<file path="src/rtl/video_timing_pkg.sv">
// Preset video modes for the timing generator and the active-window helper
// used by both the DE and the early-DE decode.
package video_timing_pkg;

  localparam int TBL_W = 12;

  typedef struct packed {
    logic [TBL_W-1:0] h_total;
    logic [TBL_W-1:0] h_sync;
    logic [TBL_W-1:0] h_bporch;
    logic [TBL_W-1:0] h_res;
    logic [TBL_W-1:0] v_total;
    logic [TBL_W-1:0] v_sync;
    logic [TBL_W-1:0] v_bporch;
    logic [TBL_W-1:0] v_res;
    logic             hs_pol;
    logic             vs_pol;
  } mode_t;

  typedef mode_t [0:3] mode_tbl_t;

  // Field order: h_total, h_sync, h_bporch, h_res, v_total, v_sync, v_bporch, v_res, hs_pol, vs_pol
  localparam mode_tbl_t MODE_TABLE = '{
    '{12'd1650, 12'd40,  12'd220, 12'd640,  12'd750, 12'd5, 12'd20, 12'd480, 1'b1, 1'b1},
    '{12'd1056, 12'd128, 12'd88,  12'd800,  12'd628, 12'd4, 12'd23, 12'd600, 1'b1, 1'b1},
    '{12'd1344, 12'd136, 12'd160, 12'd1024, 12'd806, 12'd6, 12'd29, 12'd768, 1'b0, 1'b0},
    '{12'd1650, 12'd40,  12'd220, 12'd1280, 12'd750, 12'd5, 12'd20, 12'd720, 1'b1, 1'b1}
  };

  // True when start <= cnt < start + len.
  function automatic logic de_window(input logic [31:0] cnt,
                                     input logic [31:0] start,
                                     input logic [31:0] len);
    return (cnt >= start) && (cnt < start + len);
  endfunction

endpackage

</file>
<file path="src/rtl/video_timing_gen.sv">
// Table-driven video timing generator: HS/VS/DE, early DE, coordinates,
// line/frame strobes and a completed-frame counter, all registered.
module video_timing_gen
  import video_timing_pkg::*;
#(
  parameter int        H_W         = 12,
  parameter int        V_W         = 12,
  parameter int        NUM_MODES   = 4,
  parameter int        DE_LEAD     = 2,
  parameter int        FRAME_CNT_W = 16,
  parameter mode_tbl_t MODES       = MODE_TABLE
) (
  input  logic                   I_pxl_clk,
  input  logic                   I_rst_n,
  input  logic [1:0]             I_mode,
  output logic [1:0]             O_mode,
  output logic                   O_hs,
  output logic                   O_vs,
  output logic                   O_de,
  output logic                   O_de_early,
  output logic [H_W-1:0]         O_x,
  output logic [V_W-1:0]         O_y,
  output logic                   O_line_start,
  output logic                   O_frame_start,
  output logic [FRAME_CNT_W-1:0] O_frame_cnt
);

  if (NUM_MODES < 1 || NUM_MODES > 4) begin : g_num_modes_err
    $error("NUM_MODES must be in 1..4");
  end

  for (genvar gi = 0; gi < NUM_MODES; gi++) begin : g_lead_chk
    if (int'(MODES[gi].h_sync) + int'(MODES[gi].h_bporch) < DE_LEAD) begin : g_err
      $error("DE_LEAD exceeds the horizontal blanking of a preset mode");
    end
  end

  mode_t                  cur;
  logic [1:0]             mode_q, mode_d, mode_sel;
  logic [H_W-1:0]         h_cnt_q, h_cnt_d;
  logic [V_W-1:0]         v_cnt_q, v_cnt_d;
  logic [FRAME_CNT_W-1:0] frame_cnt_q, frame_cnt_d;
  logic [31:0]            h_cnt_w, v_cnt_w, hb, vb;
  logic                   h_last, v_last, v_in, hs_act, vs_act, de, de_early;

  logic [1:0]             mode_o_q;
  logic                   hs_q, vs_q, de_q, de_early_q, line_start_q, frame_start_q;
  logic [H_W-1:0]         x_q;
  logic [V_W-1:0]         y_q;
  logic [FRAME_CNT_W-1:0] frame_cnt_o_q;

  assign cur     = MODES[mode_q];
  assign h_cnt_w = 32'(h_cnt_q);
  assign v_cnt_w = 32'(v_cnt_q);
  assign hb      = 32'(cur.h_sync) + 32'(cur.h_bporch);
  assign vb      = 32'(cur.v_sync) + 32'(cur.v_bporch);
  assign h_last  = (h_cnt_w == 32'(cur.h_total) - 32'd1);
  assign v_last  = (v_cnt_w == 32'(cur.v_total) - 32'd1);

  assign hs_act   = (h_cnt_w < 32'(cur.h_sync));
  assign vs_act   = (v_cnt_w < 32'(cur.v_sync));
  assign v_in     = de_window(v_cnt_w, vb, 32'(cur.v_res));
  assign de       = v_in && de_window(h_cnt_w, hb, 32'(cur.h_res));
  // Only the horizontal window moves earlier; line selection is identical to DE.
  assign de_early = v_in && de_window(h_cnt_w, hb - 32'(DE_LEAD), 32'(cur.h_res));

  assign mode_sel = (int'(I_mode) < NUM_MODES) ? I_mode : 2'd0;

  always_comb begin
    h_cnt_d     = h_cnt_q + H_W'(1);
    v_cnt_d     = v_cnt_q;
    mode_d      = mode_q;
    frame_cnt_d = frame_cnt_q;
    if (h_last) begin
      h_cnt_d = '0;
      if (v_last) begin
        v_cnt_d     = '0;
        mode_d      = mode_sel;
        frame_cnt_d = frame_cnt_q + FRAME_CNT_W'(1);
      end else begin
        v_cnt_d = v_cnt_q + V_W'(1);
      end
    end
  end

  always_ff @(posedge I_pxl_clk or negedge I_rst_n) begin
    if (!I_rst_n) begin
      h_cnt_q       <= '0;
      v_cnt_q       <= '0;
      mode_q        <= '0;
      frame_cnt_q   <= '0;
      mode_o_q      <= '0;
      hs_q          <= ~MODES[0].hs_pol;
      vs_q          <= ~MODES[0].vs_pol;
      de_q          <= 1'b0;
      de_early_q    <= 1'b0;
      x_q           <= '0;
      y_q           <= '0;
      line_start_q  <= 1'b0;
      frame_start_q <= 1'b0;
      frame_cnt_o_q <= '0;
    end else begin
      h_cnt_q       <= h_cnt_d;
      v_cnt_q       <= v_cnt_d;
      mode_q        <= mode_d;
      frame_cnt_q   <= frame_cnt_d;
      mode_o_q      <= mode_q;
      hs_q          <= ~(hs_act ^ cur.hs_pol);
      vs_q          <= ~(vs_act ^ cur.vs_pol);
      de_q          <= de;
      de_early_q    <= de_early;
      x_q           <= de ? H_W'(h_cnt_w - hb) : '0;
      y_q           <= de ? V_W'(v_cnt_w - vb) : '0;
      line_start_q  <= (h_cnt_q == '0);
      frame_start_q <= (h_cnt_q == '0) && (v_cnt_q == '0);
      frame_cnt_o_q <= frame_cnt_q;
    end
  end

  assign O_mode        = mode_o_q;
  assign O_hs          = hs_q;
  assign O_vs          = vs_q;
  assign O_de          = de_q;
  assign O_de_early    = de_early_q;
  assign O_x           = x_q;
  assign O_y           = y_q;
  assign O_line_start  = line_start_q;
  assign O_frame_start = frame_start_q;
  assign O_frame_cnt   = frame_cnt_o_q;

endmodule

</file>
<file path="config.mk">
export PLATFORM = sky130hd
export DESIGN_NAME = video_timing_gen
export DESIGN_NICKNAME = d
export VERILOG_FILES = /design/src/rtl/video_timing_pkg.sv /design/src/rtl/video_timing_gen.sv
export SDC_FILE = /design/constraint.sdc
export NUM_CORES = 1
export LEC_CHECK = 0
export CORE_ASPECT_RATIO = 0.8
export CORE_MARGIN = 2
export CORE_UTILIZATION = 44
export CTS_CLUSTER_DIAMETER = 80
export CTS_CLUSTER_SIZE = 30
export DETAILED_ROUTE_END_ITERATION = 16
export GPL_ROUTABILITY_DRIVEN = 0
export HOLD_SLACK_MARGIN = 0.05
export PLACE_DENSITY = 0.72
export REMOVE_ABC_BUFFERS = 1
export SYNTH_ARGS = -nofsm -noshare
export SYNTH_HDL_FRONTEND = slang
export SYNTH_SLANG_ARGS = --single-unit
</file>
<file path="constraint.sdc">
create_clock -name I_pxl_clk -period 4.31 [get_ports I_pxl_clk]
set_clock_uncertainty 0.2 [all_clocks]
set_input_delay 1.293 -clock I_pxl_clk [delete_from_list [all_inputs] [get_ports I_pxl_clk]]
set_output_delay 1.293 -clock I_pxl_clk [all_outputs]
set_load 0.01 [all_outputs]
</file>
== After elaboration in Yosys (flattened, before gate mapping) ==
Index checks and enable logic that the tools add are counted.

* Flip-flop bits (word level): 90
* Latch bits: 0
* Bits in writable memories: 0
* ROM bits: 0
* Logic and storage cells: 59
* Memories kept: 0

* $add $sub $neg: 13
* Multipliers: 0
* Div/mod/pow operators: 0
* Magnitude comparators: 9
* Equality and inequality tests: 2
* Shift operators: 0
* Multiplexer cells: 7
* Bitwise gates (word level): 5
* Reduce and logical (&&, ||, !) cells: 9

{| class="wikitable"
|+ Operator list
! operator !! count
|-
| 98-bit binary-select mux with 2-bit select || 1
|-
| 98-bit 2-to-1 mux || 2
|-
| 12-bit by 32-bit equality test with 1-bit output || 2
|-
| 12-bit 2-to-1 mux || 4
|-
| 12-bit by 32-bit >= comparator with 1-bit output || 1
|-
| 12-bit by 32-bit < comparator with 1-bit output || 1
|-
| 13-bit by 12-bit adder with 14-bit output || 2
|-
| 12-bit by 14-bit < comparator with 1-bit output || 2
|-
| 12-bit by 12-bit adder with 13-bit output || 2
|-
| 12-bit by 13-bit >= comparator with 1-bit output || 2
|-
| 12-bit by 1-bit subtractor with 13-bit output, second input constant || 2
|-
| 12-bit by 1-bit adder with 12-bit output, second input constant || 2
|-
| 12-bit zero test || 2
|-
| 12-bit < comparator || 2
|-
| 12-bit subtractor || 2
|-
| 16-bit by 1-bit adder with 16-bit output, second input constant || 1
|-
| 14-bit by 13-bit adder with 15-bit output || 1
|-
| 13-bit by 2-bit subtractor with 14-bit output, second input constant || 1
|-
| 1-bit logical AND || 6
|-
| 3-bit >= comparator, second input constant || 1
|-
| 2-bit inverter with 3-bit output || 1
|-
| 1-bit inverter || 2
|-
| 2-bit AND reduction || 1
|-
| 1-bit bitwise XOR || 2
|}

== Longest topological paths before layout ==
* Depth after elaboration: 10
* Mapped depth: 16
* Mapped depth without buffers: 14

== Worst setup path before layout ==
Ideal clock, no wire load.

* Kind: reg-to-reg
* Start: register mode_q[0]
* End: register x_q[10] (netlist: O_x[10])
* Setup time: 0.086 ns
* Arrival time: 3.322 ns
* Setup slack: 0.702 ns
* Cell stages (with the launch flop): 17
* Period minus slack after synthesis: 3.608 ns
* Cell sequence: dfrtp_1 > inv_1 > ha_1 > buf_4 > inv_1 > ha_1 > inv_1 > ha_1 > a21oi_1 > ha_1 > nor2b_1 > o211ai_1 > a21oi_1 > o311ai_0 > o2111ai_1 > buf_2 > nor3_1

* Word-level cells in the longest chain between the ends: 10

{| class="wikitable"
|+ RTL lines
! element !! line !! RTL
|-
| start, declared || video_timing_gen.sv:39 || <nowiki>logic [1:0] mode_q, mode_d, mode_sel;</nowiki>
|-
| start signal, assigned || video_timing_gen.sv:105 || <nowiki>mode_q <= mode_d;</nowiki>
|-
| 2-bit inverter with 3-bit output (not written as such) (*) || video_timing_gen.sv:52 || <nowiki>assign cur = MODES[mode_q];</nowiki>
|-
| 98-bit binary-select mux with 2-bit select (*) || video_timing_gen.sv:52 ||
|-
| 98-bit 2-to-1 mux (not written as such) (*) (2 in a row) || video_timing_gen.sv:52 ||
|-
| 12-bit by 12-bit adder with 13-bit output, on equally long branches || video_timing_gen.sv:56, video_timing_gen.sv:55 ||
|-
| 13-bit by 12-bit adder with 14-bit output || video_timing_pkg.sv:34 || <nowiki>return (cnt >= start) && (cnt < start + len);</nowiki>
|-
| 12-bit by 14-bit < comparator with 1-bit output || video_timing_pkg.sv:34 ||
|-
| 1-bit logical AND || video_timing_pkg.sv:34 ||
|-
| 1-bit logical AND || video_timing_gen.sv:63 || <nowiki>assign de = v_in && de_window(h_cnt_w, hb, 32'(cur.h_res));</nowiki>
|-
| 12-bit 2-to-1 mux (*) || video_timing_gen.sv:112 || <nowiki>x_q <= de ? H_W'(h_cnt_w - hb) : '0;</nowiki>
|-
| end signal, assigned || video_timing_gen.sv:112 ||
|-
| end, declared || video_timing_gen.sv:48 || <nowiki>logic [H_W-1:0] x_q;</nowiki>
|}

Mark *: on every way between the ends. The rest lies on a longest branch, timed or not. The select of a mux whose other input is x is not followed.
A chain may end at the register's enable or synchronous reset.

== Worst setup path in the final report ==
* Start: register mode_q[0]
* End: register y_q[5] (netlist: O_y[5])

* Word-level cells in the longest chain between the ends: 10

{| class="wikitable"
|+ RTL lines
! element !! line !! RTL
|-
| 2-bit inverter with 3-bit output (not written as such) (*) || video_timing_gen.sv:52 ||
|-
| 98-bit binary-select mux with 2-bit select (*) || video_timing_gen.sv:52 ||
|-
| 98-bit 2-to-1 mux (not written as such) (*) (2 in a row) || video_timing_gen.sv:52 ||
|-
| 12-bit by 12-bit adder with 13-bit output, on equally long branches || video_timing_gen.sv:56, video_timing_gen.sv:55 ||
|-
| 13-bit by 12-bit adder with 14-bit output || video_timing_pkg.sv:34 ||
|-
| 12-bit by 14-bit < comparator with 1-bit output || video_timing_pkg.sv:34 ||
|-
| 1-bit logical AND || video_timing_pkg.sv:34 ||
|-
| 1-bit logical AND || video_timing_gen.sv:63 ||
|-
| 12-bit 2-to-1 mux (*) || video_timing_gen.sv:113 || <nowiki>y_q <= de ? V_W'(v_cnt_w - vb) : '0;</nowiki>
|-
| end signal, assigned || video_timing_gen.sv:113 ||
|-
| end, declared || video_timing_gen.sv:49 || <nowiki>logic [V_W-1:0] y_q;</nowiki>
|}

Marked as above.

==> results.ini <==
[yosys]
synth_top_family_by_area = simple AND/OR/NAND/NOR gates
synth_cell_types = 54
syn_area_per_cell_um2 = 10.1
synth-xor-area-share = 0.0826
synthAdderAreaFrac = 0.156
synth-main-ff-cell = dfrtp_1
ys_warn_count = 0
syn_inst = 525
synth_simple_gate_area_frac = 0.189
netlist_area_um2 = 5300
synth_seq_area_share = 0.425
synth_compound_area_frac = 0.0970
synth_edf_count = 0
ys_ff_latch = 90
synth_mux_area_frac = 0.0106
synthArstFlopShare = 1.00

[critical_path]
r2r_cells = 13
cp.arrival_ns = 4.01
startpoint_type = register
path_max_fanout = 25
end_kind = register
crit_path_end = O_y[5]$_DFF_PN0_
critPathLaunch = mode_q[0]$_DFFE_PN0P_
rr_startpoint = mode_q[0]$_DFFE_PN0P_
path_class = register to register
r2r_slack_ns = 0.32
critPathRequiredTime_ns = 4.34
reg2reg_to = O_y[5]$_DFF_PN0_

[grt]
busiest_layer = met2
grt_overflow = 0
globalRouteMet2Util = 0.296
use_met3 = 0.0503
grt_pass1_wl_mm = 20.6
met1_usage = 0.285
grt_max_degree = 52
track_usage = 0.199
grt_pass1_vias = 4082
antenna_found_initial = 0

[placed_design]
dpl_cell_area_um2 = 6000
dp_hpwl_mm = 8.76
dp_slack_ns = 0.353
portBuffers = 51

[finish]
final_area_um2 = 6330
final_cell_mix = dfrtp_1 (90), ha_1 (63), clkdlybuf4s50_1 (50)
nets = 647
syn_to_final_growth_pct = 19.4
final_common_cell = dfrtp_1
drive_above_1_share = 0.0669
num_antenna_cells = 0

[cts]
h-tree-depth = 3
hold_buffers = 0
clkSinkCount = 90
cts_root_buffer = clkbuf_16
cts_buffer_depth = 2
ctsResizeCount = 0
numCtsBuffers = 9
clk_latency_ns = 0.34
post_cts_buffers = 0
cts_tree = done
cts.clk_slew.worst_paths_ns = 0.06

[detailed_routing]
vias_per_cell = 5.62
drt-initial-drc-count = 363
drtAntennaViolNets = 0
drtPass1Iterations = 5
via_count = 4106
wirelength_mm = 12.2
drc = 0
detail_route.wl_per_cell_um = 16.8

[pwr]
p_sw_uw = 427
ir_drop_v = 0.000196
p_sw_frac = 0.226
p_seq_frac = 0.452
p_per_area_nw_per_um2 = 298
p_int_uw = 1460
comb_power_share = 0.094
power.leakage_uw = 0.00295
clkPwrFrac = 0.455

[timing]
final.period_utilization = 0.925
slew_headroom = 0.365
finalSetupViolCount = 0
tightest_slew_ns = 0.928
maxSlewViolCount = 0
final-hold-violation-count = 0
setup_tns_ns = 0
finalCriticalPeriod_ns = 3.99
max_freq_mhz = 251
layout_setup_ws_ns = 0.324
rsz0062_at_grt = no

[outcome]
status = finished clean

[die]
initial_core_util = 0.455
die_h_um = 102
die_area_um2 = 12900
rows = 35
die_w_um = 127
io_pins = 52
core_area_um2 = 11600

[run]
maxCapViolations = 0

[hold_path]
min_path_type = register to register

how the worst min path moves through the flow:
stage	slack, ns	depth (start not counted)	start	to
after floorplan	0.15	0	frame_cnt_q[14]$_DFFE_PN0P_	O_frame_cnt[14]$_DFF_PN0_
after global placement	0.17	0	frame_cnt_q[14]$_DFFE_PN0P_	O_frame_cnt[14]$_DFF_PN0_
after detailed placement	0.18	0	frame_cnt_q[14]$_DFFE_PN0P_	O_frame_cnt[14]$_DFF_PN0_
after CTS	0.19	0	frame_cnt_q[14]$_DFFE_PN0P_	O_frame_cnt[14]$_DFF_PN0_
after global routing	0.20	0	frame_cnt_q[14]$_DFFE_PN0P_	O_frame_cnt[14]$_DFF_PN0_
final	0.18	0	frame_cnt_q[14]$_DFFE_PN0P_	O_frame_cnt[14]$_DFF_PN0_
power by group through the flow:
stage	clock (µW)	combinational, µW	sequential (µW)
2_1_floorplan	0	106	870
3_3_place_gp	0	168	867
3_5_place_dp	0	172	867
4_1_cts	881	175	852
5_1_grt	908	196	852
6_report	858	177	852
flip-flops by register name, indices dropped and copies added, names as in the netlist, 2 cells and up:
register,cells
O_frame_cnt,16
O_mode,2
O_x,12
O_y,12
frame_cnt_q,16
h_cnt_q,12
mode_q,2
v_cnt_q,12
layout make-up:
cell class / instances / area, µm²
timing repair buffer: 61 / 596
clock buffer: 12 / 256
inverter: 28 / 105
fill: 962 / 5320
multi-input combinational: 388 / 2860
tap: 148 / 185
sequential: 90 / 2250
clock inverter: 4 / 73.8
synthesized netlist by cell type, drive strengths merged, types with 2 or more instances:
cell     number  area [µm²]
nand3        19        95.1
mux2          5        56.3
nand4b        2        17.5
buf          12        63.8
clkbuf        8        30.0
a21o          5        37.5
nor2         34         130
nor4         10        77.6
o21ai        21         105
nand2        31         116
nor2b         9        56.3
nor3         31         170
fa            2        40.0
dfrtp        90        2250
nand2b        9        56.3
o21a          2        15.0
xnor2        27         236
conb          2        7.51
inv          28         105
xor2         23         201
o211ai        6        45.0
nand4        11        75.1
or3           3        18.8
ha           63         788
a21boi        2        15.0
o21bai        2        15.0
a21oi        21         105
and3          9        56.3
and4          3        26.3
o31ai         7        52.6
and3b         2        17.5
a2111oi       3        26.3
o22ai         2        12.5
o2111ai       2        17.5
nor3b         2        15.0
a211oi        2        15.0
a31oi         3        18.8
nand3b        3        22.5
routing by layer:
layer / part of all wire / vias to the layer above
li1: - / 1950
met1: 0.47 / 1966
met2: 0.44 / 166
met3: 0.071 / 24
met4: 0.018 / 0
met5: 0 / -
critical path, cell delays in order (launching register included):
cell	delay [ns]
dfrtp_1	0.51
inv_1	0.16
ha_1	0.35
inv_1	0.29
ha_1	0.22
inv_1	0.05
fa_1	0.42
a21oi_1	0.22
nand3b_1	0.14
a21oi_1	0.06
a2111oi_1	0.52
o2111ai_2	0.20
buf_4	0.25
nor4_1	0.26
cells by family after synthesis:
logic type      after synthesis
other cells                   2
buf+inv                      48
flops                        90
simple gates                184
xor+xnor                     50
fa+ha+maj                    65
compound gates               81
mux                           5
through the flow:
stage	power, µW	hold slack, ns	util	instances
final	1890	0.183	0.543	731
after global routing	1960	0.199	0.543	731
after CTS	1910	0.191	0.543	731
after detailed placement	1040	0.176	0.515	715
after global placement	1040	0.165	0.515	715
after floorplan	975	0.154	-	506
(Power assumes the default switching activity.)
